`src/rtl/video_output_pkg.sv`:
```
// video_output_pkg: shared state type, constants and counter-width helper for the output-mode sequencer
package video_output_pkg;
  typedef enum logic [2:0] {RUN, WAIT_FRAME, BLANK, SWITCH, SETTLE} seq_state_t;
  localparam logic [23:0] BLACK_RGB = 24'h000000;
  function automatic int cnt_w(input int n);
    return (n > 1) ? $clog2(n) : 1;
  endfunction
endpackage

```
`src/rtl/video_output_mode_sequencer_hpd_debounce.sv`:
```
// hpd_debounce: synchronises and debounces the hot-plug pin, flagging each debounced rise
module hpd_debounce
  import video_output_pkg::*;
#(
  parameter int HPD_DEBOUNCE = 1024
) (
  input  logic clk_pixel,
  input  logic reset,
  input  logic hpd,
  output logic hpd_stable,
  output logic rise
);
  localparam int W = cnt_w(HPD_DEBOUNCE);
  logic [1:0] sync;
  logic [W-1:0] cnt;
  logic done;
  assign done = (sync[1] != hpd_stable) && (cnt == W'(HPD_DEBOUNCE - 1));
  assign rise = done && !hpd_stable;
  always_ff @(posedge clk_pixel) begin
    if (reset) begin
      sync <= '0;
      cnt <= '0;
      hpd_stable <= 1'b0;
    end else begin
      sync <= {sync[0], hpd};
      cnt <= (sync[1] == hpd_stable || done) ? '0 : cnt + 1'b1;
      if (done) hpd_stable <= ~hpd_stable;
    end
  end
endmodule

```
`src/rtl/video_output_mode_sequencer.sv`:
```
// video_output_mode_sequencer: frame-aligned mute/blank/reset/settle sequencing of DVI/HDMI mode changes and replugs
module video_output_mode_sequencer
  import video_output_pkg::*;
#(
  parameter logic DVI_DEFAULT   = 1'b0,
  parameter int   BLANK_FRAMES  = 2,
  parameter int   RESET_CYCLES  = 16,
  parameter int   SETTLE_FRAMES = 2,
  parameter int   HPD_DEBOUNCE  = 1024,
  parameter int   FRAME_TIMEOUT = 1048576
) (
  input  logic        clk_pixel,
  input  logic        reset,
  input  logic        dvi_request,
  input  logic        hpd,
  input  logic [11:0] cx,
  input  logic [10:0] cy,
  input  logic [23:0] rgb_in,
  output logic [23:0] rgb_out,
  output logic        dvi_output,
  output logic        video_reset,
  output logic        audio_mute,
  output logic        busy,
  output logic        hpd_stable
);
  localparam int RW = cnt_w(RESET_CYCLES);
  localparam int TW = cnt_w(FRAME_TIMEOUT);
  localparam int FW = cnt_w(BLANK_FRAMES > SETTLE_FRAMES ? BLANK_FRAMES : SETTLE_FRAMES);
  seq_state_t state, state_n;
  logic [FW-1:0] fcnt, fcnt_n;
  logic [RW-1:0] rcnt;
  logic [TW-1:0] tcnt;
  logic target, replug, rise, prev_origin, frame_start;
  logic at_origin, waiting, fs_eff, enter_blank, enter_switch, blank;
  hpd_debounce #(.HPD_DEBOUNCE(HPD_DEBOUNCE)) u_hpd (
    .clk_pixel (clk_pixel),
    .reset     (reset),
    .hpd       (hpd),
    .hpd_stable(hpd_stable),
    .rise      (rise)
  );
  assign at_origin = (cx == 12'd0) && (cy == 11'd0);
  assign waiting = (state == WAIT_FRAME) || (state == BLANK) || (state == SETTLE);
  // a stalled output stage never reaches the origin, so the timeout stands in for the frame start
  assign fs_eff = frame_start || (waiting && tcnt == TW'(FRAME_TIMEOUT - 1));
  assign enter_blank = (state_n == BLANK) && (state != BLANK);
  assign enter_switch = (state_n == SWITCH) && (state != SWITCH);
  assign blank = (state == BLANK) || (state == SWITCH) || (state == SETTLE);
  assign rgb_out = blank ? BLACK_RGB : rgb_in;
  assign busy = state != RUN;
  assign audio_mute = busy || dvi_output || !hpd_stable;
  always_comb begin
    state_n = state;
    fcnt_n = fcnt;
    unique case (state)
      RUN: if (dvi_request != dvi_output || replug) state_n = WAIT_FRAME;
      WAIT_FRAME: if (fs_eff) begin
        state_n = BLANK;
        fcnt_n = '0;
      end
      BLANK: if (fs_eff) begin
        if (fcnt == FW'(BLANK_FRAMES - 1)) state_n = SWITCH;
        else fcnt_n = fcnt + 1'b1;
      end
      SWITCH: if (rcnt == RW'(RESET_CYCLES - 1)) begin
        state_n = SETTLE;
        fcnt_n = '0;
      end
      SETTLE: if (fs_eff) begin
        if (fcnt == FW'(SETTLE_FRAMES - 1)) state_n = RUN;
        else fcnt_n = fcnt + 1'b1;
      end
      default: state_n = SETTLE;
    endcase
  end
  always_ff @(posedge clk_pixel) begin
    if (reset) begin
      state <= SETTLE;
      fcnt <= '0;
      rcnt <= '0;
      tcnt <= '0;
      target <= DVI_DEFAULT;
      dvi_output <= DVI_DEFAULT;
      video_reset <= 1'b0;
      replug <= 1'b0;
      prev_origin <= 1'b1;
      frame_start <= 1'b0;
    end else begin
      state <= state_n;
      fcnt <= fcnt_n;
      rcnt <= (state == SWITCH) ? rcnt + 1'b1 : '0;
      tcnt <= (state_n != state || fs_eff || !waiting) ? '0 : tcnt + 1'b1;
      if (enter_blank) target <= dvi_request;
      if (enter_switch) dvi_output <= target;
      video_reset <= state_n == SWITCH;
      replug <= rise || (replug && !enter_switch);
      prev_origin <= at_origin;
      frame_start <= at_origin && !prev_origin && !video_reset;
    end
  end
endmodule

```
`config.mk`:
```
export PLATFORM = sky130hd
export DESIGN_NAME = video_output_mode_sequencer
export DESIGN_NICKNAME = d
export VERILOG_FILES = /design/src/rtl/video_output_pkg.sv /design/src/rtl/video_output_mode_sequencer_hpd_debounce.sv /design/src/rtl/video_output_mode_sequencer.sv
export SDC_FILE = /design/constraint.sdc
export NUM_CORES = 1
export LEC_CHECK = 0
export CAP_MARGIN = 10
export CORE_ASPECT_RATIO = 1.2
export CORE_MARGIN = 5
export CORE_UTILIZATION = 36
export CTS_CLUSTER_SIZE = 40
export DETAILED_ROUTE_END_ITERATION = 12
export PLACE_DENSITY = 0.66
export SLEW_MARGIN = 40
export SYNTH_ARGS = -nofsm -noshare
export SYNTH_HDL_FRONTEND = slang
export SYNTH_SLANG_ARGS = --single-unit
```
`constraint.sdc`:
```
create_clock -name clk_pixel -period 2.04 [get_ports clk_pixel]
set_clock_uncertainty 0.15 [all_clocks]
set_input_delay 0.51 -clock clk_pixel [delete_from_list [all_inputs] [get_ports clk_pixel]]
set_output_delay 0.51 -clock clk_pixel [all_outputs]
set_load 0.01 [all_outputs]
```
==> Yosys cells after proc, flatten, opt, wreduce, memory -nomap -nowiden <==
Index checks and enable logic that the tools add are counted.
{ "totals": {"ff_bits": 47, "input_bits": 51, "out_inout_bits": 29} }
{ "classes": {"addsub": 4, "eq_ne": 18, "muxes": 14, "n_bitwise": 2, "n_reduce_logical": 36} }
{ "op_table": {"columns": ["cell", "n"], "rows": [
  ["$mux W24", 1],
  ["$mux W3", 7],
  ["$add A20 B1 Y20 const B", 1],
  ["$eq A20 B20 Y1 const B", 1],
  ["$pmux W3 S5", 1],
  ["$eq A3 B2 Y1 const B", 4],
  ["$logic_not A12 Y1", 1],
  ["$logic_or A1 B1 Y1", 12],
  ["$logic_not A11 Y1", 1],
  ["$add A10 B1 Y10 const B", 1],
  ["$eq A10 B10 Y1 const B", 1],
  ["$logic_and A1 B1 Y1", 9],
  ["$reduce_or A2 Y1", 4],
  ["$ne A3 B2 Y1 const B", 2],
  ["$reduce_bool A3 Y1", 2],
  ["$logic_not A1 Y1", 5],
  ["$add A4 B1 Y4 const B", 1],
  ["$eq A4 B4 Y1 const B", 1],
  ["$mux W1", 4],
  ["$ne A2 B1 Y1 const B", 2],
  ["$reduce_and A4 Y1", 1],
  ["$eq A3 B1 Y1 const B", 1],
  ["$eq A3 B3 Y1 const B", 1],
  ["$logic_not A3 Y1", 1],
  ["7 further kinds", 9]
]} }

==> Logic depth before layout (Yosys ltp) <==
Gate-level depths: netlist of the first run.
{ "depth": {"word_depth": 12, "mapped_depth": 7, "mapped_depth_nobuf": 6} }

==> Modules after synthesis <==
From an unflattened synthesis of the first run, not the netlist that was laid out.
{ "unflattened": {"cells_unflattened": 263, "area_unflattened_um2": 2285.9} }
{ "by_module_without_submodules": {"columns": ["mod", "instances", "cells_each", "area_each_um2", "seq_area_each_um2"], "rows": [
  ["video_output_mode_sequencer", 1, 203, 1721.7, 680.7],
  ["hpd_debounce", 1, 60, 564.3, 260.2]
]} }

==> Worst setup path after synthesis of the first run <==
OpenSTA, ideal clock, no wires.
{ "synth_timing": {"path_kind": "register to output", "from": "register state[1]", "to": "output port audio_mute", "arrival_time_ns": 1.333, "slack_ns": 0.047, "stages_incl_launch_ff": 4, "path_buffers": 1, "cell_sequence": "dfxtp_1 -> buf_6 -> or3_1 -> or3b_2"} }
{ "synth_via": {"elab_chain_len": 3} }
{ "synth_rtl": {"columns": ["item", "line_no", "text"], "rows": [
  ["start, declared", "video_output_mode_sequencer.sv:29", "seq_state_t state, state_n;"],
  ["start signal, assigned", "video_output_mode_sequencer.sv:89", "state <= state_n;"],
  ["$reduce_bool A3 Y1", "video_output_mode_sequencer.sv:50", "assign busy = state != RUN;"],
  ["via busy", "video_output_mode_sequencer.sv:23", "output logic busy,"],
  ["$logic_or A1 B1 Y1 (2 in a row)", "video_output_mode_sequencer.sv:51", "assign audio_mute = busy || dvi_output || !hpd_stable;"],
  ["end, declared", "video_output_mode_sequencer.sv:22", "output logic audio_mute,"]
]} }
The timed path passes the listed nets, and every way through them passes these cells.

==> Worst setup path in the final report of the first run <==
{ "layout_timing": {"from": "register state[2]", "to": "output port rgb_out[21]"} }
{ "layout_via": {"elab_chain_len": 4} }
{ "layout_rtl": {"columns": ["item", "line_no", "text"], "rows": [
  ["$eq A3 B2 Y1", "video_output_mode_sequencer.sv:48", "assign blank = (state == BLANK) || (state == SWITCH) || (state == SETTLE);"],
  ["$logic_or A1 B1 Y1", "video_output_mode_sequencer.sv:48", null],
  ["$logic_or A1 B1 Y1 *", "video_output_mode_sequencer.sv:48", null],
  ["$mux W24 *", "video_output_mode_sequencer.sv:49", "assign rgb_out = blank ? BLACK_RGB : rgb_in;"],
  ["end, declared", "video_output_mode_sequencer.sv:19", "output logic [23:0] rgb_out,"]
]} }
Every way passes the cells marked *; elsewhere a longest branch is shown, timed or not.

==> impl_metrics.csv, run 1 <==
group,metric,value,unit
detailed_routing,drt_iter0_drc,58,
detailed_routing,num_vias,2165,
finish,mostFrequentLayoutCells,"clkdlybuf4s50_1, dfxtp_1, nor2_1, buf_6, nand3_1",
global_route,antenna_found_initial,0,
critical_path,cp_data_arrival_time,1.58,ns
finish,final_common_cell,"clkdlybuf4s50_1",
critical_path,cp-end-kind,"output pin",
run,maxCapViolations,0,
critical_path,critical-path-top-delay-family,"buffers and inverters",
finish,post-route-util,55.3,%
run_status,violations,"setup timing",
detailed_routing,viasPerCell,4.78,
power_and_ir_drop,powerDensity,472,nW/µm²
critical_path,crit_chain,"and2b_2 > a21oi_4 > buf_6 > buf_6 > and2_1 > buf_2",
detailed_routing,route.detailed.drc,0,
clock_tree,htreeDepth,2,
finish,area_growth,52.2,%
critical_path,critPathKind,"reg -> out",
critical_path,cp_max_fo,6,
sta,slew_headroom,75.9,%
clock_tree,tritoncts,"built",
clock_tree,cts_root_buf,"clkbuf_8",
clock_tree,holdBufCountCts,0,
critical_path,cp_num_buf_inv,3,
critical_path,critPathLaunchType,"flop",
finish,fin_cells,453,
clock_tree,clk_path_buf_depth,2,
finish,drive_gt1_share,24.7,%
die,die_w,82.9,µm
global_route,grt_pass1_vias,2200,
global_route,met1_usage,17.2,%
die,pin_count,80,
finish,fill_cells,631,
synthesis,ys_ff_latch,47,
sta,tns,-3.82,ns
detailed_routing,ant_nets,0,
hold_path,min_path_type,"reg -> reg",
critical_path,r2r_slack,0.15,ns
sta,finalCritPeriodShare,110,%
place,place_area,3240,µm²
die,die_y,97.5,µm
critical_path,cp_data_required_time,1.38,ns
clock_tree,clk_pin_slew_worst_paths,0.10,ns
global_route,grt_pass1_wl,10.2,mm
sta,maxSlewViolCount,0,
place,preCtsSetupSlack,-0.264,ns
synthesis,syn-cell-area,2300,µm²
global_route,grt.busiest_layer,"met2",
finish,antenna_cells,0,
die,floorplan.initialDensity,36.3,%
finish,layout.nets,421,
global_route,grt_max_degree,20,
synthesis,ys_seq_area_share,40.9,%
synthesis,avgSynthCellArea,8.64,µm²
power_and_ir_drop,vdd_drop_max,336,µV
sta,finalCriticalPeriod,2.24,ns
detailed_routing,drt-total-wl,6.09,mm
global_route,use_met3,3.73,%
global_route,grt-ovfl-total,0,
sta,fmax,0.446,GHz
die,rows,32,
detailed_routing,routedWlPerCell,13.4,µm
place,placedCellCount,437,
finish,final_cell_area,3500,µm²
power_and_ir_drop,p_total,1.65,mW
synthesis,yosysWarnings,0,
place,gp_congestion,0.814,
synthesis,post_synth_num_cell_types,41,
sta,setup_viol,25,
place,portBuffers,79,
critical_path,critPathSlowestCell,"dfxtp_2",
finish,multi_input_area,1350,µm²
global_route,grt_use_met2,27.3,%
run_status,outcome,"complete, but fails checks",
clock_tree,cts_buffers,5,
power_and_ir_drop,cellLeakagePower,1.38,nW
detailed_routing,drt_first_pass_iters,4,
finish,seq_area,946,µm²
sta,rsz0062_at_grt,"yes",
synthesis,syn_inst,266,
sta,setup_ws,-0.202,ns
place,hpwl,4.46,mm
synthesis,syn_nets,320,
clock_tree,clock_sinks,47,
sta,final-hold-violation-count,0,
global_route,track_usage,15.2,%
critical_path,cpMostUsedCell,"buf_6",
die,die_area,8090,µm²
sta,worstMarginPinSlew,0.360,ns
die,core_area,6330,µm²
critical_path,cpPeakStageDelay,0.35,ns
sta,hold_slack,0.298,ns
clock_tree,clock_latency,0.31,ns
[worst register-to-register path: cells and delay by family (launching register included)]
family / cells / cell delay (ns)
multiplexers: 2 / 0.50
flip-flops: 1 / 0.32
buffers and inverters: 2 / 0.31
AND/OR/NAND/NOR: 1 / 0.20
AO/OA/AOI/OAI: 1 / 0.19
XOR/XNOR: 1 / 0.17
[cells in the mapped netlist, drive strengths merged]
library cell	number	area, µm²
o221ai	1	8.76
nand4	7	50.1
and2	25	156
dfxtp	47	941
nand2b	1	6.26
mux2i	2	20.0
inv	5	18.8
and2b	1	8.76
nor2	40	150
nor3	8	50.1
o21ai	8	40.0
a32oi	1	8.76
nand2	15	63.8
nor2b	2	12.5
o211ai	2	15.0
mux2	1	15.0
ha	3	37.5
nor4b	1	8.76
a41oi	1	8.76
clkbuf	5	32.5
a21o	1	8.76
and3	9	57.6
and3b	2	17.5
a31o	2	17.5
buf	3	33.8
nor3b	1	7.51
a31oi	2	18.8
or3b	1	8.76
xnor2	13	114
a21oi	7	35.0
xor2	19	166
nand3	22	110
or3	3	18.8
nor4	5	31.3
[area by class of cell]
| cell class | count | area share (%) |
|---|---|---|
| inverter | 5 | 0.537 |
| timing repair buffer | 102 | 28.2 |
| sequential | 47 | 27.0 |
| clock inverter | 3 | 0.644 |
| multi-input combinational | 206 | 38.6 |
| clock buffer | 5 | 1.97 |
| tap | 85 | 3.04 |
[registers in the layout, summed over array words and instances, names as in the netlist, 2 cells and up]
| signal | cells |
|---|---|
| tcnt | 20 |
| u_hpd.cnt | 10 |
| rcnt | 4 |
| state | 3 |
| u_hpd.sync | 2 |
[metal layers]
| layer | vias to the layer above | wire length [µm] |
|---|---|---|
| met1 | 1008 | 2530 |
| met2 | 31 | 3260 |
| li1 | 1113 | - |
| met4 | 0 | 123 |
| met5 | - | 0 |
| met3 | 13 | 177 |
[kinds of logic (layout without fill, tap and decap cells)]
group / Yosys count / in the layout / synth area share, %
buffers and inverters: 13 / 115 / 3.70
multiplexers: 3 / 3 / 1.52
AO/OA/AOI/OAI: 25 / 25 / 7.02
flip-flops: 47 / 47 / 40.9
adder cells (fa/ha/maj): 3 / 3 / 1.63
XOR/XNOR: 32 / 32 / 12.2
AND/OR/NAND/NOR: 143 / 143 / 33.0
[what timing repair did]
| action | CTS | global route |
|---|---|---|
| gates cloned | 3 | 0 |
| endpoints found under the setup margin | 26 | 45 |
| buffers inserted | 5 | 1 |
| pin swaps | 21 | 2 |
| hold endpoints to repair | 0 | 0 |
| gates resized for setup | 134 | 30 |
[where the power goes]
| part | leakage (nW) | total, mW | switching (mW) | internal (mW) |
|---|---|---|---|---|
| clock | 0.0485 | 0.587 | 0.341 | 0.246 |
| combinational | 0.953 | 0.134 | 0.0361 | 0.0974 |
| sequential | 0.380 | 0.929 | 0.00527 | 0.924 |
[path summary, 6_finish.rpt]
check,start,end,cells past startpoint
hold / removal,u_hpd.sync[0]$_SDFF_PP0_,u_hpd.sync[1]$_SDFF_PP0_,1
setup reg to reg,state[0]$_SDFF_PP0_,target$_SDFFE_PP0P_,7
hold reg to reg,u_hpd.sync[0]$_SDFF_PP0_,u_hpd.sync[1]$_SDFF_PP0_,1
setup / recovery,state[2]$_SDFF_PP1_,rgb_out[21],6
Note: power is estimated with default switching activity, not from simulation.
==> inputs of run 2 (changes only) <==
Clock period 2.04 ns to 2.8 ns, I/O delays scaled along.
==> run 2 against run 1 <==
  * The run now ends clean
  * Total power decreased by 22%
  * Combinational power decreased by 30%
  * Sequential cell count unchanged
  * Worst setup slack improved by 0.37 ns
  * Count of clock-buffer cells in the layout unchanged
  * Worst hold slack improved by 0.0030 ns
  * Largest cell class unchanged
  * Largest power group unchanged
==> impl_metrics.csv, run 2 (same netlist as run 1, synthesis figures left out) <==
group,metric,value,unit
place,portBuffers,79,
die,floorplan.initialDensity,36.3,%
place,preCtsSetupSlack,0.136,ns
sta,tns,0,ns
detailed_routing,drt-total-wl,5.95,mm
finish,regMostFlops,"tcnt",
finish,drive_gt1_share,8.76,%
power_and_ir_drop,p_total,1.28,mW
power_and_ir_drop,cellLeakagePower,1.59,nW
finish,antenna_cells,0,
finish,fill_cells,627,
detailed_routing,ant_nets,0,
finish,final_common_cell,"clkdlybuf4s50_1",
sta,worstMarginPinSlew,0.630,ns
finish,layout.nets,407,
finish,top_regs,"tcnt (20), u_hpd.cnt (10), rcnt (4)",
global_route,track_usage,14.0,%
global_route,grt_pass1_wl,9.50,mm
global_route,grt_max_degree,25,
finish,mostFrequentLayoutCells,"clkdlybuf4s50_1, dfxtp_1, nor2_1, and2_1, nand3_1",
place,hpwl,4.36,mm
critical_path,cp_max_fo,3,
clock_tree,cts_root_buf,"clkbuf_8",
clock_tree,holdBufCountCts,0,
critical_path,critPathKind,"reg -> out",
critical_path,cp_data_arrival_time,1.78,ns
power_and_ir_drop,vdd_drop_max,285,µV
hold_path,min_path_type,"reg -> reg",
run_status,outcome,"complete, no violations",
critical_path,cp-end-kind,"output pin",
die,die_y,97.5,µm
run,maxCapViolations,0,
die,core_area,6330,µm²
sta,rsz0062_at_grt,"no",
sta,finalCritPeriodShare,93.9,%
detailed_routing,num_vias,2065,
clock_tree,tritoncts,"built",
clock_tree,htreeDepth,2,
sta,slew_headroom,57.7,%
clock_tree,clock_latency,0.30,ns
sta,fmax,0.380,GHz
global_route,grt_pass1_vias,1987,
sta,setup_ws,0.171,ns
die,rows,32,
critical_path,critPathLaunchType,"flop",
detailed_routing,drt_iter0_drc,80,
sta,finalCriticalPeriod,2.63,ns
detailed_routing,drt_first_pass_iters,4,
detailed_routing,viasPerCell,4.70,
finish,largest_register_ffs,20,
sta,maxSlewViolCount,0,
critical_path,cp_data_required_time,1.95,ns
clock_tree,cts_buffers,5,
finish,post-route-util,53.2,%
die,die_area,8090,µm²
die,pin_count,80,
die,die_w,82.9,µm
detailed_routing,routedWlPerCell,13.6,µm
sta,setup_viol,0,
clock_tree,clk_pin_slew_worst_paths,0.10,ns
finish,area_growth,46.4,%
detailed_routing,route.detailed.drc,0,
global_route,antenna_found_initial,0,
power_and_ir_drop,powerDensity,381,nW/µm²
place,gp_congestion,0.789,
clock_tree,clk_path_buf_depth,2,
global_route,grt-ovfl-total,0,
sta,final-hold-violation-count,0,
clock_tree,clock_sinks,47,
[run 2: cell count changes in the layout (fill, tap and decap cells not counted), sizes merged]
cell           before  now
clkdlybuf4s50      53   54
bufinv              0    1
dlygate4sd2         1    7
clkinv              2    1
dlymetal6s2s        0   18
buf                48    9
[run 2: cell type report]
class / instances / area, µm² / area share (%)
clock buffer: 5 / 68.8 / 2.05
clock inverter: 3 / 47.5 / 1.41
inverter: 5 / 18.8 / 0.558
multi-input combinational: 206 / 1280 / 38.0
sequential: 47 / 941 / 28.0
tap: 85 / 106 / 3.16
timing repair buffer: 88 / 903 / 26.9
[run 2: report_power, final]
group          internal (mW)  leakage (nW)  switching, mW  total (mW)
logic                 0.0692          1.15         0.0244      0.0936
clock network          0.271        0.0587          0.239       0.510
registers              0.674         0.380        0.00398       0.678
total                   1.01          1.59          0.267        1.28
[run 2: path summary, 6_finish.rpt]
check | to | depth (start not counted) | slack, ns | startpoint
worst max-delay path | audio_mute | 3 | 0.17 | state[2]$_SDFF_PP1_
worst min-delay path | u_hpd.sync[1]$_SDFF_PP0_ | 1 | 0.30 | u_hpd.sync[0]$_SDFF_PP0_
worst max register to register | dvi_output$_SDFFE_PP0P_ | 7 | 0.93 | state[0]$_SDFF_PP0_
worst min register to register | u_hpd.sync[1]$_SDFF_PP0_ | 1 | 0.30 | u_hpd.sync[0]$_SDFF_PP0_
[run 2: critical path, cell delays in order, from the launching register on]
cell and delay (ns):
dfxtp_1 0.33, or3_1 0.40, or3b_2 0.46, dlygate4sd2_1 0.29
[run 2: metrics by stage]
stage / hold WS [ns] / std cells / area [µm²]
2_1_floorplan: 0.264 / 266 / 2300
3_3_place_gp: 0.273 / 428 / 3170
3_5_place_dp: 0.287 / 428 / 3170
4_1_cts: 0.301 / 436 / 3290
5_1_grt: 0.319 / 439 / 3360
6_report: 0.300 / 439 / 3360
[run 2: timing repair]
item | in CTS | in global routing
pin swaps | 0 | 1
hold endpoints to repair | 0 | 0
gates cloned | 0 | 2
buffers inserted | 0 | 1
gates resized for setup | 9 | 23
setup endpoints to repair | 25 | 18
[run 2: routing by layer]
metal / global-route usage, % / routed length (µm) / vias up
met3: 3.56 / 199 / 6
met4: 3.90 / 71 / 0
met1: 16.6 / 2510 / 945
met5: 0 / 0 / -
li1: - / - / 1079
met2: 24.9 / 3170 / 35
